===== src/rtl/imem_rom_if.sv =====
// Fetch bus between the PC logic (master, drives the word address) and the
// instruction ROM (slave, returns the instruction word).
interface imem_rom_if #(
    parameter int unsigned N = 32
);
    logic [5:0]   addr;
    logic [N-1:0] q;

    modport master (output addr, input  q);
    modport slave  (input  addr, output q);
endinterface


===== src/rtl/imem_rom.sv =====
// Read-only 64-word LEGv8 instruction memory holding the fixed test program.
// Purely combinational lookup; clk/reset exist only for interface uniformity.
module imem_rom #(
    parameter int unsigned N = 32
) (
    input  logic       clk,
    input  logic       reset,
    imem_rom_if.slave  bus
);

    // clk and reset deliberately have no effect on the read path
    logic unused_clk_reset;
    assign unused_clk_reset = &{1'b0, clk, reset};

    logic [31:0] word;

    always_comb begin
        word = '0;
        unique case (bus.addr)
            6'd0:  word = 32'hf8000001;
            6'd1:  word = 32'hf8008002;
            6'd2:  word = 32'hf8000203;
            6'd3:  word = 32'h8b050083;
            6'd4:  word = 32'hf8018003;
            6'd5:  word = 32'hcb050083;
            6'd6:  word = 32'hf8020003;
            6'd7:  word = 32'hcb0a03e4;
            6'd8:  word = 32'hf8028004;
            6'd9:  word = 32'h8b040064;
            6'd10: word = 32'hf8030004;
            6'd11: word = 32'hcb030025;
            6'd12: word = 32'hf8038005;
            6'd13: word = 32'h8a1f0145;
            6'd14: word = 32'hf8040005;
            6'd15: word = 32'h8a030145;
            6'd16: word = 32'hf8048005;
            6'd17: word = 32'h8a140294;
            6'd18: word = 32'hf8050014;
            6'd19: word = 32'haa1f0166;
            6'd20: word = 32'hf8058006;
            6'd21: word = 32'haa030166;
            6'd22: word = 32'hf8060006;
            6'd23: word = 32'hf840000c;
            6'd24: word = 32'h8b1f0187;
            6'd25: word = 32'hf8068007;
            6'd26: word = 32'hf807000c;
            6'd27: word = 32'h8b0e01bf;
            6'd28: word = 32'hf807801f;
            6'd29: word = 32'hb4000040;  // CBZ forward branch
            6'd30: word = 32'hf8080015;
            6'd31: word = 32'hf8088015;
            6'd32: word = 32'h8b0103e2;
            6'd33: word = 32'hcb010042;
            6'd34: word = 32'h8b0103f8;
            6'd35: word = 32'hf8090018;
            6'd36: word = 32'h8b080000;
            6'd37: word = 32'hb4ffff82;  // CBZ X2, -4 words (loop back to 33)
            6'd38: word = 32'hf809001e;
            6'd39: word = 32'h8b1e03de;
            6'd40: word = 32'hcb1503f5;
            6'd41: word = 32'h8b1403de;
            6'd42: word = 32'hf85f83d9;
            6'd43: word = 32'h8b1e03de;
            6'd44: word = 32'h8b1003de;
            6'd45: word = 32'hf81f83d9;
            6'd46: word = 32'hb400001f;  // CBZ XZR, finloop (terminal self-loop)
            default: word = '0;
        endcase
    end

    assign bus.q = N'(word);

endmodule


===== src/flat_wrapper.sv =====
// flat-port wrapper written by rule: the top's interface ports become plain ports
module imem_rom_flat 
#(
    parameter int unsigned N = 32
)
  (clk, reset, bus_addr, bus_q);
  imem_rom_if #(.N(N)) bus_i ();
  input  logic clk;
  input  logic reset;
  input wire logic [$bits(bus_i.addr)-1:0] bus_addr;
  output wire logic [$bits(bus_i.q)-1:0] bus_q;
  assign bus_i.addr = bus_addr;
  assign bus_q = bus_i.q;
  imem_rom #(.N(N)) u_core (.clk(clk), .reset(reset), .bus(bus_i));
endmodule

===== config.mk =====
export PLATFORM = sky130hd
export DESIGN_NAME = imem_rom_flat
export DESIGN_NICKNAME = d
export VERILOG_FILES = /design/src/rtl/imem_rom_if.sv /design/src/rtl/imem_rom.sv /design/src/flat_wrapper.sv
export SDC_FILE = /design/constraint.sdc
export NUM_CORES = 1
export LEC_CHECK = 0
export ABC_AREA = 1
export CORE_ASPECT_RATIO = 0.6
export CORE_UTILIZATION = 50
export DETAILED_ROUTE_END_ITERATION = 8
export PLACE_DENSITY = 0.93
export SETUP_SLACK_MARGIN = 0.05
export SLEW_MARGIN = 15
export SYNTH_ARGS = -nofsm -noshare
export SYNTH_HDL_FRONTEND = slang
export SYNTH_SLANG_ARGS = --single-unit

===== constraint.sdc =====
create_clock -name vclk -period 2.1
set_input_delay 0.42 -clock vclk [all_inputs]
set_output_delay 0.42 -clock vclk [all_outputs]
set_load 0.02 [all_outputs]

==> results of run 1 <==
metrics by stage:
step                      hold slack [ns]  cell area, um2  utilization  worst slack, ns  std cells
after floorplan                     0.962            1300            -           0.0793        259
after global placement               2.05            2070        0.896           -0.815        370
after CTS                            1.42            2170        0.941           0.0356        373
after detailed placement             2.05            2070        0.896           -0.958        370
repair_timing:
item                       in CTS
hold endpoints to repair        0
setup buffers                   3
setup endpoints to repair      32
resized for setup             225
pin swaps                      13
logic make-up after synthesis:
kind of cell	Yosys count
simple gates	155
compound gates	46
buf+inv	43
fa+ha+maj	15
synth_stat cells, drive strengths merged:
| library cell | instances | area [um2] |
|---|---|---|
| ha | 15 | 188 |
| nand2 | 97 | 369 |
| o21ai | 30 | 154 |
| a21oi | 6 | 30.0 |
| buf | 18 | 121 |
| nor2 | 21 | 81.3 |
| inv | 25 | 93.8 |
| o211ai | 8 | 60.1 |
| nand3 | 37 | 190 |
| o22ai | 2 | 12.5 |
per-layer routing:
layer / GRT usage / GRT overflow
met3: 0.624 / 0
met2: 0.808 / 0
met5: 0.146 / 0
met1: 0.722 / 0
met4: 0.571 / 1
==> reports/qor.log, run 1 <==
qor: synth.avgSynthCellArea 5.02 um2
qor: synth.synth_cells 259
qor: grt.grt_overflow_total 1
qor: floorplanning.die_w 67.8 um
qor: place.globalplace.congestion 1.08
qor: floorplanning.ios 40
qor: synth.synthSimpleGateAreaFrac 0.493
qor: floorplanning.placementRows 13
qor: synth.synth-compound-area-share 0.197
qor: grt.first_global_vias 2753
qor: synth.synth-seq-area-share 0
qor: floorplanning.start_util 0.563
qor: floorplanning.die_ht 41.5 um
qor: place.hpwl_detailed 5080 um
qor: synth.synth-xor-area-share 0
qor: synth.synth_fp_nets 282
qor: status.toolErrorMsg [ERROR GRT-0116] Global routing finished with congestion. Check the congestion regions in the DRC Viewer.
qor: status.stop_stage global routing
qor: grt.track_usage 0.690
qor: synth.synthesis.yosys.warnings 0
qor: synth.synthAdderAreaFrac 0.144
qor: clock_tree.ctsHoldBuffers 0
qor: synth.synthDistinctLibCells 18
qor: grt.grt_start_max_net_pins 16
qor: place.io_buffers 38
qor: grt.grt_first_pass_wirelength 14400 um
qor: synth.post_synth_instance_area 1300 um2
qor: synth.synthMuxAreaShare 0
qor: synth.synth_top_family_by_area simple AND/OR/NAND/NOR gates
qor: status.outcome did not finish
==> run 2: changes to the inputs <==
--- a/config.mk
+++ b/config.mk
@@ -6,11 +6,10 @@
 export NUM_CORES = 1
 export LEC_CHECK = 0
 export ABC_AREA = 1
-export CORE_ASPECT_RATIO = 0.6
-export CORE_UTILIZATION = 50
+export CORE_AREA = 2 2 63 65
 export DETAILED_ROUTE_END_ITERATION = 8
-export PLACE_DENSITY = 0.93
-export SETUP_SLACK_MARGIN = 0.05
+export DIE_AREA = 0 0 65 67
+export PLACE_DENSITY_LB_ADDON = 0.15
 export SLEW_MARGIN = 15
 export SYNTH_ARGS = -nofsm -noshare
 export SYNTH_HDL_FRONTEND = slang
==> run 2 against run 1 <==
  * The run now ends clean
  * Synthesized area is the same
  * Synthesized cell count did not move
==> reports/qor.log, run 2 <==
qor: synth.synth_top_family_by_area simple AND/OR/NAND/NOR gates
qor: place.pre_cts_ws -0.856 ns [+0.101 ns]
qor: finish.antennaDiodeCount 0
qor: grt.initial_antenna_violation_count 0
qor: sta.worst_slew_margin_rel 0.843
qor: synth.post_synth_instance_area 1300 um2 [unchanged]
qor: floorplanning.die_area 4360 um2
qor: worst_setup_path.worst-setup-path-type primary input to primary output
qor: sta.setup_tns 0 ns
qor: place.dp_cells 394 [+6.5%]
qor: synth.synth_fp_nets 282 [unchanged]
qor: status.outcome completed
qor: synth.synthAdderAreaFrac 0.144 [unchanged]
qor: drt.detailroute.via_count 2060
qor: worst_setup_path.worst_ep_required_time 1.68 ns
qor: place.io_buffers 38 [unchanged]
qor: finish.regArea 0 um2
qor: synth.synthSimpleGateAreaFrac 0.493 [unchanged]
qor: place.globalplace.congestion 0.945 [-13%]
qor: finish.seq_cells 0
qor: synth.synthesis.yosys.warnings 0 [unchanged]
qor: sta.fin_ws 0.0472 ns
qor: finish.layout.cells.most_common_list sky130_fd_sc_hd__nand2_1 (86), sky130_fd_sc_hd__buf_4 (73), sky130_fd_sc_hd__nand3_1 (34)
qor: finish.fillerInstances 349
qor: worst_setup_path.worst_path_dominant_cell_family buffers and inverters
qor: worst_setup_path.cp.arrival 1.63 ns
qor: finish.finish.cell_count_without_fillers 402
qor: finish.final.clkbuf_count 0
qor: synth.synth_top_cell_by_area sky130_fd_sc_hd__nand2_1
qor: grt.track_usage 0.268
qor: drt.drt-wirelength-per-cell 13.9 um
qor: pwr.netSwitchingFraction 0.562
qor: pwr.leakage 1.29 nW
qor: worst_setup_path.critical_path.startpoint_type primary input
qor: pwr.power_density 241 nW/um2
qor: pwr.switching_power 314 uW
qor: pwr.worst_ir_drop_on_vdd 0.134 mV
qor: grt.grt_start_max_net_pins 19
qor: pwr.clockPowerShare 0
qor: sta.rsz_0062_raised_after_global_routing yes
qor: worst_setup_path.cpMaxStageDelayCell sky130_fd_sc_hd__ha_2
qor: synth.synth-seq-area-share 0 [unchanged]
qor: floorplanning.ios 40 [unchanged]
qor: drt.drc 0
qor: sta.timing.final.hold_violations 0
qor: finish.design.final.nets 379
qor: finish.mostFrequentLayoutCell sky130_fd_sc_hd__nand2_1
qor: synth.synthDistinctLibCells 18 [unchanged]
qor: worst_hold_path.hold_path.startpoint bus_addr[3]
qor: floorplanning.core_area 3610 um2
qor: worst_hold_path.hold_path_end bus_q[4]
qor: run.max_cap_viol_count 0
qor: sta.max_freq 487 MHz
qor: worst_hold_path.whs_path_depth 5
qor: synth.synth-xor-area-share 0 [unchanged]
qor: worst_setup_path.timing.critical_path.to_type primary output
qor: drt.drt_first_pass_iters 4
qor: synth.synth-compound-area-share 0.197 [unchanged]
qor: synth.post-synth-top-count-cell sky130_fd_sc_hd__nand2_1
qor: finish.final_layout_size_suffix_gt1_frac 0.452
qor: sta.final.hold.worst_slack 1.42 ns
qor: worst_setup_path.cells_along_the_critical_path buf_4, buf_6, ha_2, inv_2, nand2_2, buf_4, o211ai_1, nand3_1, buf_6
qor: sta.timing.final.crit_share 0.978
qor: finish.areaGrowthSynthToFinish 78.8%
qor: synth.post_synth_most_frequent_cells sky130_fd_sc_hd__nand2_1 (95), sky130_fd_sc_hd__nand3_1 (36), sky130_fd_sc_hd__o21ai_0 (26), sky130_fd_sc_hd__inv_1 (21), sky130_fd_sc_hd__nor2_1 (20)
qor: pwr.report.power.total 560 uW
qor: floorplanning.die_w 65 um [-4.2%]
qor: worst_setup_path.cp_slowest_stage_delay 0.21 ns
qor: drt.initialDrtViolationCount 83
qor: pwr.sequential_share_of_power 0
qor: sta.worst_pin_slew 0.236 ns
qor: sta.timing.final.setup_violations 0
qor: worst_hold_path.worstHoldPathType primary input to primary output
qor: pwr.internal-power 245 uW
qor: worst_setup_path.buf_inv_stages_crit_path 5
qor: synth.synthMuxAreaShare 0 [unchanged]
qor: floorplanning.placementRows 22 [+9]
qor: sta.period_minus_slack 2.05 ns
qor: place.hpwl_detailed 4360 um [-14%]
qor: drt.viasPerCell 5.12
qor: grt.first_global_vias 1953
qor: synth.avgSynthCellArea 5.02 um2 [unchanged]
qor: sta.report.final.slew_viol_count 0
qor: drt.aggregate_routed_wire_length 5600 um
qor: floorplanning.start_util 0.361 [-0.202]
qor: synth.synth_cells 259 [unchanged]
qor: grt.grt_first_pass_wirelength 9230 um
qor: synth.share_of_the_synthesized_area_in_the_top_cell_type 0.274 [unchanged]
qor: drt.postRouteAntennaNets 0
qor: floorplanning.die_ht 67 um [+61%]
qor: synth.synthTopCellsByArea sky130_fd_sc_hd__nand2_1 (27%), sky130_fd_sc_hd__ha_1 (14%), sky130_fd_sc_hd__nand3_1 (14%)
qor: grt.grt_overflow_total 0
qor: worst_setup_path.worstPathMaxFanout 8
qor: pwr.comb_pwr_share 1.000
[run 2: cell counts after synthesis]
Identical to the previous run, type by type.
[run 2: through the flow]
stage / instance area [um2] / utilization
floorplan: 1300 / -
global placement: 2160 / 0.600
detailed placement: 2160 / 0.600
CTS: 2260 / 0.626
global route: 2320 / 0.645
finish: 2320 / 0.645
[run 2: cells by family after synthesis]
| group | Yosys count |
|---|---|
| simple gates | 155 |
| buf+inv | 43 |
| fa+ha+maj | 15 |
| compound gates | 46 |
[run 2: area by class of cell]
cell class / instances / area [um2] / area share
tap: 48 / 60.1 / 0.0258
timing repair inverter: 1 / 6.26 / 0.00269
timing repair buffer: 112 / 878 / 0.378
inverter: 25 / 109 / 0.0468
multi-input combinational: 216 / 1270 / 0.547
[run 2: worst max-delay path by stage]
stage | startpoint | end | slack [ns] | depth (start not counted)
6_report | bus_addr[0] | bus_q[19] | 0.05 | 9
5_1_grt | bus_addr[0] | bus_q[19] | -0.002 | 9
4_1_cts | bus_addr[3] | bus_q[8] | 0.009 | 9
3_5_place_dp | bus_addr[1] | bus_q[29] | -0.86 | 10
3_3_place_gp | bus_addr[1] | bus_q[29] | -0.85 | 10
2_1_floorplan | bus_addr[0] | bus_q[4] | 0.08 | 6
[run 2: tightest hold or removal path, cell delays in order]
cell,delay [ns]
sky130_fd_sc_hd__clkbuf_2,0.12
sky130_fd_sc_hd__inv_2,0.14
sky130_fd_sc_hd__o21ai_0,0.10
sky130_fd_sc_hd__o21ai_0,0.07
sky130_fd_sc_hd__buf_2,0.16
[run 2: what timing repair did]
action / 4_1_cts / 5_1_grt
setup endpoints to repair: 32 / 23
resized for setup: 218 / 16
cloned: 2 / 0
pin swaps: 10 / 3
setup buffers: 2 / 4
hold buffers: 0 / 0
[run 2: per-layer routing]
metal  share of wire  track usage  wire length, um
met5               0            0                0
met4           0.044        0.109              244
met3           0.076      0.00845              426
met2            0.45        0.468             2510
met1            0.43        0.346             2420
[run 2: power groups by stage]
| stage | Combinational [mW] | Sequential [mW] | Clock [mW] |
|---|---|---|---|
| after CTS | 0.536 | 0 | 0 |
| after detailed placement | 0.517 | 0 | 0 |
| after floorplan | 0.257 | 0 | 0 |
| after global placement | 0.519 | 0 | 0 |
| after global routing | 0.606 | 0 | 0 |
| final | 0.560 | 0 | 0 |
No activity file was read; power rests on OpenSTA's default activity.
==> run 3: changes to the inputs <==
--- a/config.mk
+++ b/config.mk
@@ -10,6 +10,7 @@
 export DETAILED_ROUTE_END_ITERATION = 8
 export DIE_AREA = 0 0 65 67
 export PLACE_DENSITY_LB_ADDON = 0.15
+export SKIP_LAST_GASP = 1
 export SLEW_MARGIN = 15
 export SYNTH_ARGS = -nofsm -noshare
 export SYNTH_HDL_FRONTEND = slang
==> run 3 against run 2 <==
  * Non-clock buffer count stayed put
  * Die area stayed put
  * Core utilization is 0.10 points lower
  * Routed wire length is 0.16% higher
  * Critical path depth stayed put
  * Design area is 0.16% lower
  * First-iteration DRC count is 12% higher
  * Via count is 0.87% lower
  * Worst setup slack worse by 0.0056 ns
  * Global-route usage stayed put
  * Hold slack worse by 0.0017 ns
  * Power hardly changed
==> reports/qor.log, run 3 (same netlist as run 2, synthesis figures left out) <==
qor: worst_hold_path.hold_path.startpoint bus_addr[3]
qor: grt.grt_first_pass_wirelength 9230 um [unchanged]
qor: pwr.clockPowerShare 0 [unchanged]
qor: finish.design.final.nets 379 [unchanged]
qor: pwr.worst_ir_drop_on_vdd 0.135 mV [+0.92%]
qor: floorplanning.core_area 3610 um2 [unchanged]
qor: finish.layout.cells.most_common_list sky130_fd_sc_hd__nand2_1 (86), sky130_fd_sc_hd__buf_4 (74), sky130_fd_sc_hd__nand3_1 (34)
qor: place.globalplace.congestion 0.945 [unchanged]
qor: worst_setup_path.cp.arrival 1.64 ns [about the same]
qor: drt.drt_first_pass_iters 4 [unchanged]
qor: sta.timing.final.setup_violations 0 [unchanged]
qor: place.io_buffers 38 [unchanged]
qor: status.outcome completed
qor: sta.period_minus_slack 2.06 ns [+0.00559 ns]
qor: grt.track_usage 0.268 [unchanged]
qor: pwr.power_density 241 nW/um2 [about the same]
qor: drt.detailroute.via_count 2042 [-0.87%]
qor: drt.viasPerCell 5.08 [-0.87%]
qor: sta.max_freq 486 MHz [-0.27%]
qor: pwr.report.power.total 559 uW [about the same]
qor: worst_setup_path.critical_path.startpoint_type primary input
qor: finish.seq_cells 0 [unchanged]
qor: pwr.netSwitchingFraction 0.563 [+0.00149]
qor: pwr.internal-power 244 uW [-0.44%]
qor: finish.finalCoreUtilization 0.644 [-0.00104]
qor: pwr.leakage 1.29 nW [about the same]
qor: sta.worst_pin_slew 0.240 ns [+0.00438 ns]
qor: floorplanning.die_area 4360 um2 [unchanged]
qor: drt.postRouteAntennaNets 0 [unchanged]
qor: worst_setup_path.startpoint bus_addr[0]
qor: sta.rsz_0062_raised_after_global_routing yes
qor: finish.fillerInstances 351 [+0.57%]
qor: place.hpwl_detailed 4360 um [unchanged]
qor: floorplanning.die_ht 67 um [unchanged]
qor: floorplanning.ios 40 [unchanged]
qor: worst_setup_path.worst_ep_required_time 1.68 ns [about the same]
qor: worst_setup_path.timing.critical_path.to_type primary output
qor: finish.antennaDiodeCount 0 [unchanged]
qor: finish.areaGrowthSynthToFinish 78.5%
qor: finish.regArea 0 um2 [unchanged]
qor: drt.aggregate_routed_wire_length 5610 um [+0.16%]
qor: finish.final.clkbuf_count 0 [unchanged]
qor: sta.timing.final.hold_violations 0 [unchanged]
qor: drt.drc 0 [unchanged]
qor: worst_setup_path.worst-setup-path-type primary input to primary output
qor: sta.report.final.slew_viol_count 0 [unchanged]
qor: pwr.switching_power 315 uW [+0.17%]
qor: drt.drt-wirelength-per-cell 14.0 um [+0.16%]
qor: finish.mostFrequentLayoutCell sky130_fd_sc_hd__nand2_1
qor: grt.first_global_vias 1953 [unchanged]
qor: floorplanning.placementRows 22 [unchanged]
qor: pwr.comb_pwr_share 1.000 [about the same]
qor: worst_setup_path.worstPathMaxFanout 8 [unchanged]
qor: grt.grt_overflow_total 0 [unchanged]
qor: sta.timing.final.crit_share 0.980 [+0.00266]
qor: run.max_cap_viol_count 0 [unchanged]
qor: pwr.sequential_share_of_power 0 [unchanged]
qor: finish.final_layout_size_suffix_gt1_frac 0.452 [unchanged]
qor: worst_hold_path.whs_path_depth 5 [unchanged]
qor: worst_hold_path.worstHoldPathType primary input to primary output
qor: floorplanning.start_util 0.361 [unchanged]
qor: sta.worst_slew_margin_rel 0.840 [-0.00292]
qor: drt.initialDrtViolationCount 93 [+12%]
qor: grt.initial_antenna_violation_count 0 [unchanged]
qor: grt.grt_start_max_net_pins 19 [unchanged]
qor: floorplanning.die_w 65 um [unchanged]
## run 3: routing by layer
metal | wire length, um | track usage | vias up
met4 | 225 | 0.109 | 0
met3 | 310 | 0.00845 | 17
li1 | - | - | 1029
met2 | 2530 | 0.468 | 80
met5 | 0 | 0 | -
met1 | 2550 | 0.346 | 916
## run 3: through the flow
step,worst slack [ns],area (um2),hold WS [ns],TNS (ns),instances
floorplan,0.0793,1300,0.962,0,259
global placement,-0.854,2160,2.12,-23.45,394
detailed placement,-0.856,2160,2.12,-24.00,394
CTS,0.00873,2260,1.51,0,398
global route,-0.00701,2320,1.47,-0.00746,402
finish,0.0416,2320,1.42,0,402
## run 3: layout make-up
class                           instances  area, um2  share of cell area
Inverter                               25        109              0.0469
Multi-Input combinational cell        216       1270               0.548
Tap cell                               48       60.1              0.0259
Timing Repair Buffer                  112        875               0.377
Timing Repair inverter                  1       6.26             0.00270
## run 3: critical path, stage by stage
cell                       delay (ns)
sky130_fd_sc_hd__buf_4           0.13
sky130_fd_sc_hd__buf_6           0.14
sky130_fd_sc_hd__ha_2            0.20
sky130_fd_sc_hd__inv_2           0.07
sky130_fd_sc_hd__nand2_2         0.09
sky130_fd_sc_hd__buf_4           0.14
sky130_fd_sc_hd__o211ai_1        0.15
sky130_fd_sc_hd__nand3_1         0.14
sky130_fd_sc_hd__buf_6           0.16
## run 3: power by group through the flow
stage	Clock [mW]	Combinational [mW]	Sequential, mW
floorplan	0	0.257	0
global placement	0	0.519	0
detailed placement	0	0.517	0
CTS	0	0.536	0
global route	0	0.605	0
finish	0	0.559	0
## run 3: what timing repair did
| action | 4_1_cts | 5_1_grt |
|---|---|---|
| pin swaps | 10 | 3 |
| cloned | 2 | 0 |
| hold buffers | 0 | 0 |
| buffers inserted | 2 | 4 |
| setup endpoints to repair | 32 | 23 |
| resized for setup | 218 | 15 |
## run 3: final timing paths
check	endpoint	slack, ns
worst max-delay path	bus_q[19]	0.04
worst min-delay path	bus_q[4]	1.42
